--- src/rtl/mips_run_ctrl.sv ---
// Execution controller for the single-cycle MIPS core: gates the core clock enable for
// counted runs, breakpoint runs and single-stepping, and records retired PC/ALU pairs in a circular trace.
module mips_run_ctrl #(
    parameter int PC_W        = 6,
    parameter int DATA_W      = 32,
    parameter int CNT_W       = 16,
    parameter int TRACE_DEPTH = 16
) (
    input  logic                           clk,
    input  logic                           reset,
    input  logic                           start,
    input  logic [1:0]                     mode,
    input  logic [CNT_W-1:0]               num_instr,
    input  logic [PC_W-1:0]                bp_addr,
    input  logic                           bp_en,
    input  logic                           step,
    input  logic                           abort,
    input  logic [PC_W-1:0]                pc_in,
    input  logic [DATA_W-1:0]              alu_in,
    output logic                           cpu_en,
    output logic                           busy,
    output logic                           done,
    output logic [1:0]                     halt_cause,
    output logic [CNT_W-1:0]               instr_count,
    input  logic                           trd_en,
    output logic                           trd_valid,
    output logic [PC_W-1:0]                trd_pc,
    output logic [DATA_W-1:0]              trd_data,
    output logic [$clog2(TRACE_DEPTH):0]   trace_count,
    output logic                           trace_overflow
);

    localparam int AW = $clog2(TRACE_DEPTH);
    localparam int CW = AW + 1;

    localparam logic [1:0] MODE_RUN_BP = 2'b01;
    localparam logic [1:0] MODE_STEP   = 2'b10;

    localparam logic [1:0] CAUSE_COUNT = 2'b01;
    localparam logic [1:0] CAUSE_BP    = 2'b10;
    localparam logic [1:0] CAUSE_ABORT = 2'b11;

    typedef enum logic [1:0] {S_IDLE, S_RUN, S_STEP, S_DONE} state_t;

    state_t            state;
    logic [CNT_W-1:0]  limit_q;
    logic [PC_W-1:0]   bp_addr_q;
    logic              bp_en_q;
    logic              mode_bp_q;
    logic              zero_unlim_q;
    logic              first_q;

    logic              start_ok;
    logic              limit_hit;
    logic              bp_hit;
    logic              halt;

    logic [PC_W+DATA_W-1:0] mem [TRACE_DEPTH];
    logic [AW-1:0]          wr_ptr;
    logic [AW-1:0]          rd_ptr;
    logic                   full;
    logic                   pop;

    assign start_ok = start && (state == S_IDLE || state == S_DONE);

    // A zero limit means "no limit" only in breakpoint and step runs; RUN_N with zero halts at once.
    always_comb begin
        limit_hit = (instr_count == limit_q) && ((limit_q != '0) || !zero_unlim_q);
        bp_hit    = mode_bp_q && bp_en_q && (pc_in == bp_addr_q) && !first_q;
        halt      = abort || limit_hit || bp_hit;
        cpu_en    = 1'b0;
        case (state)
            S_RUN:   cpu_en = !halt;
            S_STEP:  cpu_en = step && !abort && !limit_hit;
            default: cpu_en = 1'b0;
        endcase
    end

    always_ff @(posedge clk) begin
        if (reset) begin
            state        <= S_IDLE;
            busy         <= 1'b0;
            done         <= 1'b0;
            halt_cause   <= 2'b00;
            instr_count  <= '0;
            limit_q      <= '0;
            bp_addr_q    <= '0;
            bp_en_q      <= 1'b0;
            mode_bp_q    <= 1'b0;
            zero_unlim_q <= 1'b0;
            first_q      <= 1'b0;
        end else begin
            if (cpu_en)
                instr_count <= instr_count + CNT_W'(1);
            case (state)
                S_IDLE, S_DONE: begin
                    if (start_ok) begin
                        limit_q      <= num_instr;
                        bp_addr_q    <= bp_addr;
                        bp_en_q      <= bp_en;
                        mode_bp_q    <= (mode == MODE_RUN_BP);
                        zero_unlim_q <= (mode == MODE_RUN_BP) || (mode == MODE_STEP);
                        first_q      <= 1'b1;
                        instr_count  <= '0;
                        halt_cause   <= 2'b00;
                        busy         <= 1'b1;
                        done         <= 1'b0;
                        state        <= (mode == MODE_STEP) ? S_STEP : S_RUN;
                    end
                end
                S_RUN: begin
                    first_q <= 1'b0;
                    if (halt) begin
                        state      <= S_DONE;
                        busy       <= 1'b0;
                        done       <= 1'b1;
                        halt_cause <= abort ? CAUSE_ABORT : (limit_hit ? CAUSE_COUNT : CAUSE_BP);
                    end
                end
                S_STEP: begin
                    first_q <= 1'b0;
                    if (abort || limit_hit) begin
                        state      <= S_DONE;
                        busy       <= 1'b0;
                        done       <= 1'b1;
                        halt_cause <= abort ? CAUSE_ABORT : CAUSE_COUNT;
                    end
                end
                default: state <= S_IDLE;
            endcase
        end
    end

    assign full = (trace_count == CW'(TRACE_DEPTH));
    assign pop  = trd_en && (trace_count != '0);

    // Trace storage carries data only; validity lives in the pointers and count.
    always_ff @(posedge clk) begin
        if (cpu_en)
            mem[wr_ptr] <= {pc_in, alu_in};
    end

    // Pop is applied before the write, so a full buffer that pops and writes together loses nothing.
    always_ff @(posedge clk) begin
        if (reset) begin
            wr_ptr         <= '0;
            rd_ptr         <= '0;
            trace_count    <= '0;
            trace_overflow <= 1'b0;
            trd_valid      <= 1'b0;
            trd_pc         <= '0;
            trd_data       <= '0;
        end else if (start_ok) begin
            wr_ptr         <= '0;
            rd_ptr         <= '0;
            trace_count    <= '0;
            trace_overflow <= 1'b0;
            trd_valid      <= 1'b0;
        end else begin
            trd_valid <= pop;
            if (pop)
                {trd_pc, trd_data} <= mem[rd_ptr];
            case ({pop, cpu_en})
                2'b10: begin
                    rd_ptr      <= rd_ptr + AW'(1);
                    trace_count <= trace_count - CW'(1);
                end
                2'b01: begin
                    wr_ptr <= wr_ptr + AW'(1);
                    if (full) begin
                        rd_ptr         <= rd_ptr + AW'(1);
                        trace_overflow <= 1'b1;
                    end else begin
                        trace_count <= trace_count + CW'(1);
                    end
                end
                2'b11: begin
                    rd_ptr <= rd_ptr + AW'(1);
                    wr_ptr <= wr_ptr + AW'(1);
                end
                default: ;
            endcase
        end
    end

endmodule
--- config.mk ---
export PLATFORM = sky130hd
export DESIGN_NAME = mips_run_ctrl
export DESIGN_NICKNAME = d
export VERILOG_FILES = /design/src/rtl/mips_run_ctrl.sv
export SDC_FILE = /design/constraint.sdc
export NUM_CORES = 1
export LEC_CHECK = 0
export CAP_MARGIN = 15
export CORE_UTILIZATION = 50
export DETAILED_ROUTE_END_ITERATION = 16
export PLACE_DENSITY = 0.82
export RECOVER_POWER = 25
export SETUP_SLACK_MARGIN = 0.3
export SYNTH_ARGS = -nofsm -noshare
export SYNTH_HDL_FRONTEND = slang
export SYNTH_SLANG_ARGS = --single-unit
--- constraint.sdc ---
create_clock -name clk -period 4.6 [get_ports clk]
set_clock_uncertainty 0.2 [all_clocks]
set_input_delay 0.92 -clock clk [delete_from_list [all_inputs] [get_ports clk]]
set_output_delay 0.92 -clock clk [all_outputs]
set_load 0.05 [all_outputs]
# [Word-level counts from Yosys, hierarchy flattened]
# Memories as Yosys holds them, arrays and structs flattened. A register that Yosys moved wholly into a read port is not among the register bits.
# Index checks and enable logic that the tools add are counted.
[op_classes] bitwise=1 reduce_logical=34 eq_ne=16 add_sub_neg=5 n_mux=31
[ops] op="two-way mux 16 bit" n=3
[ops] op="two-way mux 2 bit" n=10
[ops] op="adder 16 x 1 -> 16 bit, second input constant" n=1
[ops] op="== test 16 bit" n=1
[ops] op="nonzero test 16 bit" n=1
[ops] op="one-hot mux 2 bit (3 select lines)" n=2
[ops] op="== test 2 bit, second input constant" n=5
[ops] op="inequality test 2 bit, second input constant" n=5
[ops] op="one-hot mux 5 bit (2 select lines)" n=1
[ops] op="AND reduction 2 bit" n=5
[ops] op="OR reduction 2 bit" n=5
[ops] op="adder 4 x 1 -> 4 bit, second input constant" n=2
[ops] op="logical AND 1 bit" n=8
[ops] op="two-way mux 1 bit" n=8
[ops] op="one-hot mux 4 bit (2 select lines)" n=1
[ops] op="== test 2 x 1 -> 1 bit, second input constant" n=3
[ops] op="== test 6 bit" n=1
[ops] op="one-hot mux 1 bit (3 select lines)" n=2
[ops] op="adder 5 x 1 -> 5 bit, second input constant" n=1
[ops] op="== test 5 bit, second input constant" n=1
[ops] op="logical NOT 1 bit" n=5
[ops] op="logical OR 1 bit" n=5
[ops] op="two-way mux 5 bit" n=1
[ops] op="nonzero test 5 bit" n=1
[ops] op="7 further kinds" n=9
[word_totals] reg_bits=63 inputBits=69 output_inout_bits=66 mem_bits_rw=608 elab_cells=104 mem_count=1
[mem_list] memory="mem" words=16 width=38 read_ports=1 rd_ports_with_merged_regs=1 wr=1 line_no="58" source="logic [PC_W+DATA_W-1:0] mem [TRACE_DEPTH];"

# [Longest topological paths before layout]
# Gate-level depths: netlist of the first run.
[depth] word_depth=11 mapped_depth=17 mapped_depth_nobuf=15

# [Worst setup path after synthesis of the first run]
# OpenSTA, ideal clock, no wires.
[synth_path] path_type="input to register" start="input port pc_in[2]" end="memory mem[3][0] (netlist name) (enable)" setup_time_ns=0.481 required_time_ns=3.919 stages=5 arrival_ns=4.274 path_buffers=0 setup_slack_ns=-0.355 path_cell_list="xor2_1 a21o_1 o311a_1 o211ai_1 nor3_1"
[synth_between] elab_chain_len=8
[synth_lines] element="from (decl)" line_no="18" source="input logic [PC_W-1:0] pc_in,"
[synth_lines] element="== test 6 bit" line_no="69" source="bp_hit = mode_bp_q && bp_en_q && (pc_in == bp_addr_q) && !first_q;"
[synth_lines] element="logical AND 1 bit (2 in a row)" line_no="69"
[synth_lines] element="logical OR 1 bit" line_no="70" source="halt = abort || limit_hit || bp_hit;"
[synth_lines] element="logical NOT 1 bit" line_no="73" source="S_RUN: cpu_en = !halt;"
[synth_lines] element="one-hot mux 1 bit (2 select lines)" line_no="72" source="case (state)"
[synth_lines] element="two-way mux 1 bit" line_no="139" source="if (cpu_en)"
[synth_lines] element="two-way mux 1 bit (implied by the code)" line_no="140" source="mem[wr_ptr] <= {pc_in, alu_in};"
[synth_lines] element="to (decl)" line_no="58"
# No other way between the ends.

# [Final worst setup path of the first run]
[layout_path] start="input port pc_in[3]" end="output port cpu_en"
[layout_between] elab_chain_len=6
[layout_lines] element="== test 6 bit" line_no="69"
[layout_lines] element="logical AND 1 bit (2 in a row)" line_no="69"
[layout_lines] element="logical OR 1 bit" line_no="70"
[layout_lines] element="logical NOT 1 bit" line_no="73"
[layout_lines] element="one-hot mux 1 bit (2 select lines)" line_no="72"
[layout_lines] element="to (decl)" line_no="20" source="output logic cpu_en,"
# No other way between the ends.

==> summary.md, run 1 <==
| Metric | Value |
|---|---|
| Vias in the first global route | `15100` |
| Final worst path period share | `91.4%` |
| Root buf cell | `clkbuf_16` |
| Max Fclk | `238 MHz` |
| Post-synthesis sequential area ratio | `73.7%` |
| Vias | `14600` |
| Max cap viols | `0` |
| CTS Buffer Depth | `3` |
| Die Height | `237 um` |
| Final hold slack | `0.260 ns` |
| Synth Area in Simple Gates | `4.54%` |
| Antenna violations before repair | `3` |
| Leak | `10.2 nW` |
| CTS tree | `built` |
| Largest family of logic cells by synthesized area | `multiplexers` |
| Via density | `6.21` |
| Num rows | `85` |
| Xor/xnor cell area share of the yosys netlist | `0.950%` |
| Yosys warns | `0` |
| EDFF count, synth | `608` |
| Top FF cell, synth | `edfxtp_1` |
| Hold crit path type | `flop to flop` |
| Drt total wl | `64900 um` |
| Share of post-route cells with drive strength above 1 | `22.5%` |
| ANT nets after route | `0` |
| Slew Limit Headroom | `31.9%` |
| Crit end category | `primary output` |
| Final setup viols | `0` |
| Io pins | `135` |
| WP data required | `3.48 ns` |
| Worst r2r path cells | `13` |
| Synth Instances | `1428` |
| Synth area leaders | `edfxtp_1, mux4_2, dfxtp_1` |
| Drt initial violations | `1372` |
| Proportion of synthesized area in mux cells | `15.8%` |
| Clock slew at reported path FFs | `0.05 ns` |
| Cts repair resizes | `0` |
| Setup repair bufs after CTS | `0` |
| RSZ-0062 raised after global routing | `false` |
| Peak VDD IR | `0.000366 V` |
| CP endpoint | `cpu_en` |
| Clock Latency Late Sink | `0.62 ns` |
| R2r setup slk | `1.09 ns` |
| CTS Sinks | `709` |
| Cts hold-fix bufs | `0` |
| Reg-to-Reg Start | `state[0]` |
| H-tree lvl count | `3` |
| Fraction of registers with async set/reset | `0%` |
| Drt first pass iters | `5` |
| Crit-path cells | `dlygate4sd3_1, xnor2_1, nand4_1, o311a_1, o21ai_4, inv_2, buf_4, buf_12` |
| Drt wl/cell | `27.6 um` |
| Largest net degree at the start of global routing | `74` |
| Final Hold Fails | `0` |
| Worst EP arrival | `3.08 ns` |
| Die width | `237 um` |
| Total global routing overflow | `0` |
| Dpl hpwl | `33100 um` |
| Layout Area Growth over Synthesis | `18.3%` |
| Placer Congestion | `0.844` |
| Largest area contributor in the netlist | `edfxtp_1` |
| Compound-Gate Fraction of Synth Area | `2.93%` |
| Final nets | `1679` |
| Initial Utilization | `50.8%` |
| Yosys cell types | `58` |
| Post-route minimum period | `4.20 ns` |
| Worst-path fanout max | `28` |
| Max incr delay on CP | `0.58 ns` |
| Reg-to-reg endpoint | `trace_count[4]` |
| Post-route DRC | `0` |
| GRT Total Usage | `23.4%` |
| Total CTS buffers | `72` |
| Synth Cell Area | `27500 um^2` |
| Least-Margin Pin Slew | `1.02 ns` |
| Die area | `56000 um^2` |
| Synthesized flop and latch total | `709` |
| Core footprint | `54100 um^2` |
| Worst setup path startpoint | `pc_in[3]` |
| Setup CP Type | `input pin to primary output` |
| Slowest CP cell | `dlygate4sd3_1` |
| Avg Cell Area, Syn | `19.3 um^2` |
| Power per standard cell area | `517 nW/um^2` |
| # fillers | `3610` |
| Top cell type's share of synthesized area | `66.4%` |
| Max Slew Vio Count | `0` |
| Global-route wire length before repair | `96000 um` |
| Setup Total Neg Slack | `0 ns` |
| Status | `finished, final reports clean` |
| Net Count, Synth | `1511` |
| Worst setup SP type | `input pin` |
| Post-Synth Adder-Cell Area | `0.664%` |
| Port-buffer cells | `134` |
metal layers:
layer,vias to the layer above,part of all wire [%],GRT usage (%)
li1,6108,-,-
met1,7621,38,30.4
met2,767,52,40.5
met3,118,7.7,4.10
met4,2,2.2,6.89
met5,-,0.020,0
critical path: cells and delay by family:
family / cells / cell delay [ns]
buffers and inverters: 4 / 1.10
XOR/XNOR: 1 / 0.16
AO/OA/AOI/OAI: 2 / 0.72
AND/OR/NAND/NOR: 1 / 0.17
state kept, by name, summed over array words and instances (netlist names), 2 cells and up:
name,flops
mem,608
trd_data,32
instr_count,16
limit_q,16
bp_addr_q,6
trd_pc,6
trace_count,5
rd_ptr,4
wr_ptr,4
halt_cause,2
state,2
synthesized netlist by cell type (7+ instances only):
cell and number:
edfxtp_1 608, mux4_2 190, nand2_1 159, dfxtp_1 101, a21oi_1 82, clkbuf_1 42
buf_2 22, xor2_1 19, nor2_1 17, and3_1 16, ha_1 13, buf_1 12
inv_1 12, o21ai_0 9, xnor2_1 9, nand3_1 8, o31ai_1 8, or4_1 8
or3_1 7
how the worst min path moves through the flow:
stage,startpoint,end,cells after the start
after global placement,bp_en_q,bp_en_q,2
after floorplan,bp_en_q,bp_en_q,2
after global routing,trd_data[27],trd_data[27],2
final,trd_data[0],trd_data[0],2
after detailed placement,trd_data[14],trd_data[14],2
after CTS,trd_data[3],trd_data[3],2
cell type report:
| type | instances | area [um^2] | share of cell area [%] |
|---|---|---|---|
| clock buffers | 87 | 1900 | 5.84 |
| diodes | 3 | 7.51 | 0.0231 |
| multi-input cells | 628 | 6900 | 21.2 |
| well taps | 696 | 871 | 2.68 |
| clock inverters | 46 | 701 | 2.15 |
| inverters | 13 | 48.8 | 0.150 |
| flip-flops and latches | 709 | 20300 | 62.4 |
| repair buffers | 172 | 1820 | 5.60 |
power breakdown:
| group | switching [mW] | total (mW) | internal [mW] |
|---|---|---|---|
| sequential | 0.181 | 7.38 | 7.20 |
| combinational | 1.73 | 3.04 | 1.30 |
| clock | 2.56 | 6.40 | 3.84 |
| total | 4.48 | 16.8 | 12.3 |
logic make-up (layout without fill, tap and decap cells):
| kind of cell | count (synthesis) | after routing |
|---|---|---|
| compound gates | 133 | 133 |
| xor+xnor | 29 | 29 |
| flops | 709 | 709 |
| other cells | 0 | 3 |
| fa+ha+maj | 14 | 14 |
| mux | 196 | 196 |
| simple gates | 256 | 256 |
| buf+inv | 91 | 318 |
through the flow:
step / setup WS [ns] / power (mW) / util, % / cells / cell area [um^2]
2_1_floorplan: 0.570 / 9.63 / - / 1428 / 27500
3_3_place_gp: 0.526 / 10.4 / 55.3 / 2218 / 30000
3_5_place_dp: 0.394 / 10.5 / 55.3 / 2218 / 30000
4_1_cts: 0.485 / 16.9 / 60.1 / 2351 / 32600
5_1_grt: 0.325 / 17.3 / 60.1 / 2353 / 32500
6_report: 0.396 / 16.8 / 60.1 / 2354 / 32500
placed cells by master (no fill, tap or decap), drive strengths merged, types with 9 or more instances in the layout:
| cell type | netlist | final |
|---|---|---|
| clkdlybuf4s50 | 0 | 109 |
| mux4 | 190 | 190 |
| nor2 | 17 | 17 |
| xnor2 | 9 | 9 |
| ha | 13 | 13 |
| xor2 | 20 | 20 |
| o21ai | 11 | 11 |
| clkinv | 0 | 23 |
| inv | 13 | 20 |
| edfxtp | 608 | 608 |
| nand2 | 159 | 159 |
| clkbuf | 42 | 93 |
| a21oi | 82 | 82 |
| bufinv | 0 | 15 |
| buf | 36 | 34 |
| nor4 | 9 | 9 |
| dfxtp | 101 | 101 |
| dlygate4sd3 | 0 | 23 |
| and3 | 16 | 16 |
Note: power is estimated with default switching activity, not from simulation.
==> run 2: changes to the inputs <==
--- a/config.mk
+++ b/config.mk
@@ -5,12 +5,13 @@
 export SDC_FILE = /design/constraint.sdc
 export NUM_CORES = 1
 export LEC_CHECK = 0
-export CAP_MARGIN = 15
+export CAP_MARGIN = 20
 export CORE_UTILIZATION = 50
 export DETAILED_ROUTE_END_ITERATION = 16
 export PLACE_DENSITY = 0.82
 export RECOVER_POWER = 25
 export SETUP_SLACK_MARGIN = 0.3
+export SLEW_MARGIN = 20
 export SYNTH_ARGS = -nofsm -noshare
 export SYNTH_HDL_FRONTEND = slang
 export SYNTH_SLANG_ARGS = --single-unit
==> results of run 2 <==
Same layout as run 1: the final DEF is identical, and so are final timing and power.
==> run 3: changes to the inputs <==
--- a/config.mk
+++ b/config.mk
@@ -6,9 +6,10 @@
 export NUM_CORES = 1
 export LEC_CHECK = 0
 export CAP_MARGIN = 20
+export CORE_MARGIN = 4
 export CORE_UTILIZATION = 50
 export DETAILED_ROUTE_END_ITERATION = 16
-export PLACE_DENSITY = 0.82
+export PLACE_DENSITY = 0.71
 export RECOVER_POWER = 25
 export SETUP_SLACK_MARGIN = 0.3
 export SLEW_MARGIN = 20
==> run 3 against run 2 <==
Effect of this change: first-iteration DRC count shrank 11%; sequential cell count is the same; wire length shrank 9.5%; design area shrank 0.30%; register-to-register slack gained 0.10 ns; highest routed layer unchanged; die area grew 5.1%; sequential share of layout area grew 0.19 points; combinational power shrank 2%; count of clock-buffer cells in the layout grew 4; maximum frequency is essentially flat; setup slack lost 0.0031 ns; total power shrank 2.8%.
==> summary.md, run 3 (synthesis gave the netlist of run 1 again) <==
| Metric | Value |
|---|---|
| Least-Margin Pin Slew | `1.06 ns (+0.0351 ns)` |
| Power per standard cell area | `504 nW/um^2 (-2.5%)` |
| Final Power | `16.4 mW (-2.8%)` |
| Max Fclk | `238 MHz (about the same)` |
| Largest register FFs | `608 (unchanged)` |
| Slew Limit Headroom | `29.3% (-2.6 points)` |
| Setup Total Neg Slack | `0 ns (unchanged)` |
| Peak VDD IR | `0.000428 V (+17%)` |
| Met3 layer usage reported by global route | `3.79% (-0.32 points)` |
| Register Area | `20300 um^2 (unchanged)` |
| Clock slew at reported path FFs | `0.06 ns (about the same)` |
| Slowest CP cell | `dlygate4sd3_1` |
| Layout Area Growth over Synthesis | `17.9%` |
| CTS tree | `built` |
| Status | `finished, final reports clean` |
| Crit end category | `primary output` |
| Num rows | `85 (unchanged)` |
| Met2 usage | `33.8% (-6.8 points)` |
| Global-route wire length before repair | `90200 um (-6.1%)` |
| H-tree lvl count | `3 (unchanged)` |
| WP data required | `3.48 ns (about the same)` |
| Setup WS pre-CTS | `0.460 ns (+0.0658 ns)` |
| Total global routing overflow | `0 (unchanged)` |
| ANT nets after route | `0 (unchanged)` |
| Share of post-route cells with drive strength above 1 | `23.0% (+0.50 points)` |
| Setup CP Type | `input pin to primary output` |
| GR peak layer | `met2` |
| Worst-path fanout max | `28 (unchanged)` |
| Most frequent CP cell | `buf_4` |
| CTS Buffer Depth | `3 (unchanged)` |
| Post-route minimum period | `4.21 ns (+0.00308 ns)` |
| Via density | `5.90 (-5.0%)` |
| Io pins | `135 (unchanged)` |
| Max Slew Vio Count | `0 (unchanged)` |
| Leak | `10.2 nW (-0.15%)` |
| Drt first pass iters | `5 (unchanged)` |
| Most common cell after layout, fill and taps aside | `edfxtp_1` |
| Vias | `14000 (-4.5%)` |
| Placer Congestion | `0.804 (-4.7%)` |
| Max cap viols | `0 (unchanged)` |
| Worst setup SP type | `input pin` |
| Drt initial violations | `1216 (-11%)` |
| Worst EP arrival | `3.09 ns (about the same)` |
| Vias in the first global route | `14500 (-4.3%)` |
| CTS Sinks | `709 (unchanged)` |
| Max incr delay on CP | `0.57 ns (about the same)` |
| Drt total wl | `58700 um (-9.5%)` |
| Final nets | `1690 (+0.66%)` |
| Most frequent cells in the layout | `edfxtp_1, mux4_2, nand2_1` |
| Cts repair resizes | `0 (unchanged)` |
| Core footprint | `54100 um^2 (unchanged)` |
| Crit-path cells | `dlygate4sd3_1, xnor2_1, nand4_1, o311a_1, o21ai_4, inv_2, buf_4, buf_4` |
| GRT Total Usage | `20.2% (-3.3 points)` |
| Hold crit path type | `flop to flop` |
| Post-route DRC | `0 (unchanged)` |
| Initial Utilization | `50.8% (unchanged)` |
| RSZ-0062 raised after global routing | `false` |
| Cts hold-fix bufs | `0 (unchanged)` |
| Root buf cell | `clkbuf_16` |
| Multi-input gate area | `6900 um^2 (unchanged)` |
| GR Util met1 | `28.1% (-2.3 points)` |
| Final Hold Fails | `0 (unchanged)` |
| Dpl hpwl | `33300 um (+0.53%)` |
| Antenna violations before repair | `5 (+2)` |
| Setup repair bufs after CTS | `0 (unchanged)` |
| Port-buffer cells | `134 (unchanged)` |
| Clock Latency Late Sink | `0.61 ns (about the same)` |
| Core Util, Final | `59.9% (-0.18 points)` |
| # fillers | `3798 (+5.2%)` |
| Biggest registers after layout | `mem: 608 flops, trd_data: 32 flops` |
| Worst setup margin | `0.393 ns (-0.00308 ns)` |
| Largest net degree at the start of global routing | `58 (-22%)` |
| Final setup viols | `0 (unchanged)` |
| Die Height | `243 um (+2.5%)` |
| Die area | `58800 um^2 (+5.1%)` |
| Drt wl/cell | `24.8 um (-9.9%)` |
| Total CTS buffers | `74 (+2.8%)` |
| Die width | `243 um (+2.5%)` |
| Largest Register | `mem` |
| Final worst path period share | `91.5% (about the same)` |
-- run 3: cell count changes in the layout (fill, tap and decap cells not counted), moves of 2 or more --
cell | before | now
clkinvlp_4 | 1 | 3
clkinv_8 | 0 | 2
clkinv_4 | 2 | 0
clkinv_2 | 8 | 19
clkbuf_16 | 73 | 76
bufinv_16 | 15 | 8
inv_16 | 2 | 0
inv_6 | 5 | 1
buf_4 | 15 | 25
-- run 3: worst max-delay path: cells and delay by family --
family | cells | cell delay [ns]
compound gates | 2 | 0.70
xor+xnor | 1 | 0.16
buf+inv | 4 | 1.11
simple gates | 1 | 0.18
-- run 3: final cells by class --
type | count | area share (%)
diodes | 2 | 0.0154
repair buffers | 181 | 5.78
multi-input cells | 628 | 21.3
clock buffers | 91 | 6.10
inverters | 13 | 0.150
well taps | 696 | 2.68
flip-flops and latches | 709 | 62.5
clock inverters | 45 | 1.45
-- run 3: worst paths after layout --
kind / slack [ns] / cells after the start / start / to
max: 0.39 / 8 / pc_in[5] / cpu_en
min: 0.25 / 2 / trd_data[17] / trd_data[17]
min reg2reg: 0.25 / 2 / trd_data[17] / trd_data[17]
max reg2reg: 1.19 / 12 / instr_count[0] / trace_count[4]
-- run 3: power breakdown --
| group | internal (mW) | switching (mW) | leakage [nW] |
|---|---|---|---|
| combinational | 1.32 | 1.67 | 2.70 |
| clock | 3.53 | 2.42 | 1.20 |
| sequential | 7.20 | 0.217 | 6.29 |
| total | 12.0 | 4.31 | 10.2 |
-- run 3: per-layer routing --
layer,wire [um],up-vias
li1,-,6142
met1,24800,7312
met2,29600,408
met3,3220,90
met4,1090,4
met5,22,-
-- run 3: through the flow --
step / std cells / hold WS (ns) / instance area [um^2]
3_5_place_dp: 2227 / 0.250 / 30000
2_1_floorplan: 1428 / 0.232 / 27500
5_1_grt: 2364 / 0.274 / 32400
4_1_cts: 2363 / 0.256 / 32500
6_report: 2365 / 0.255 / 32400
3_3_place_gp: 2227 / 0.241 / 30000
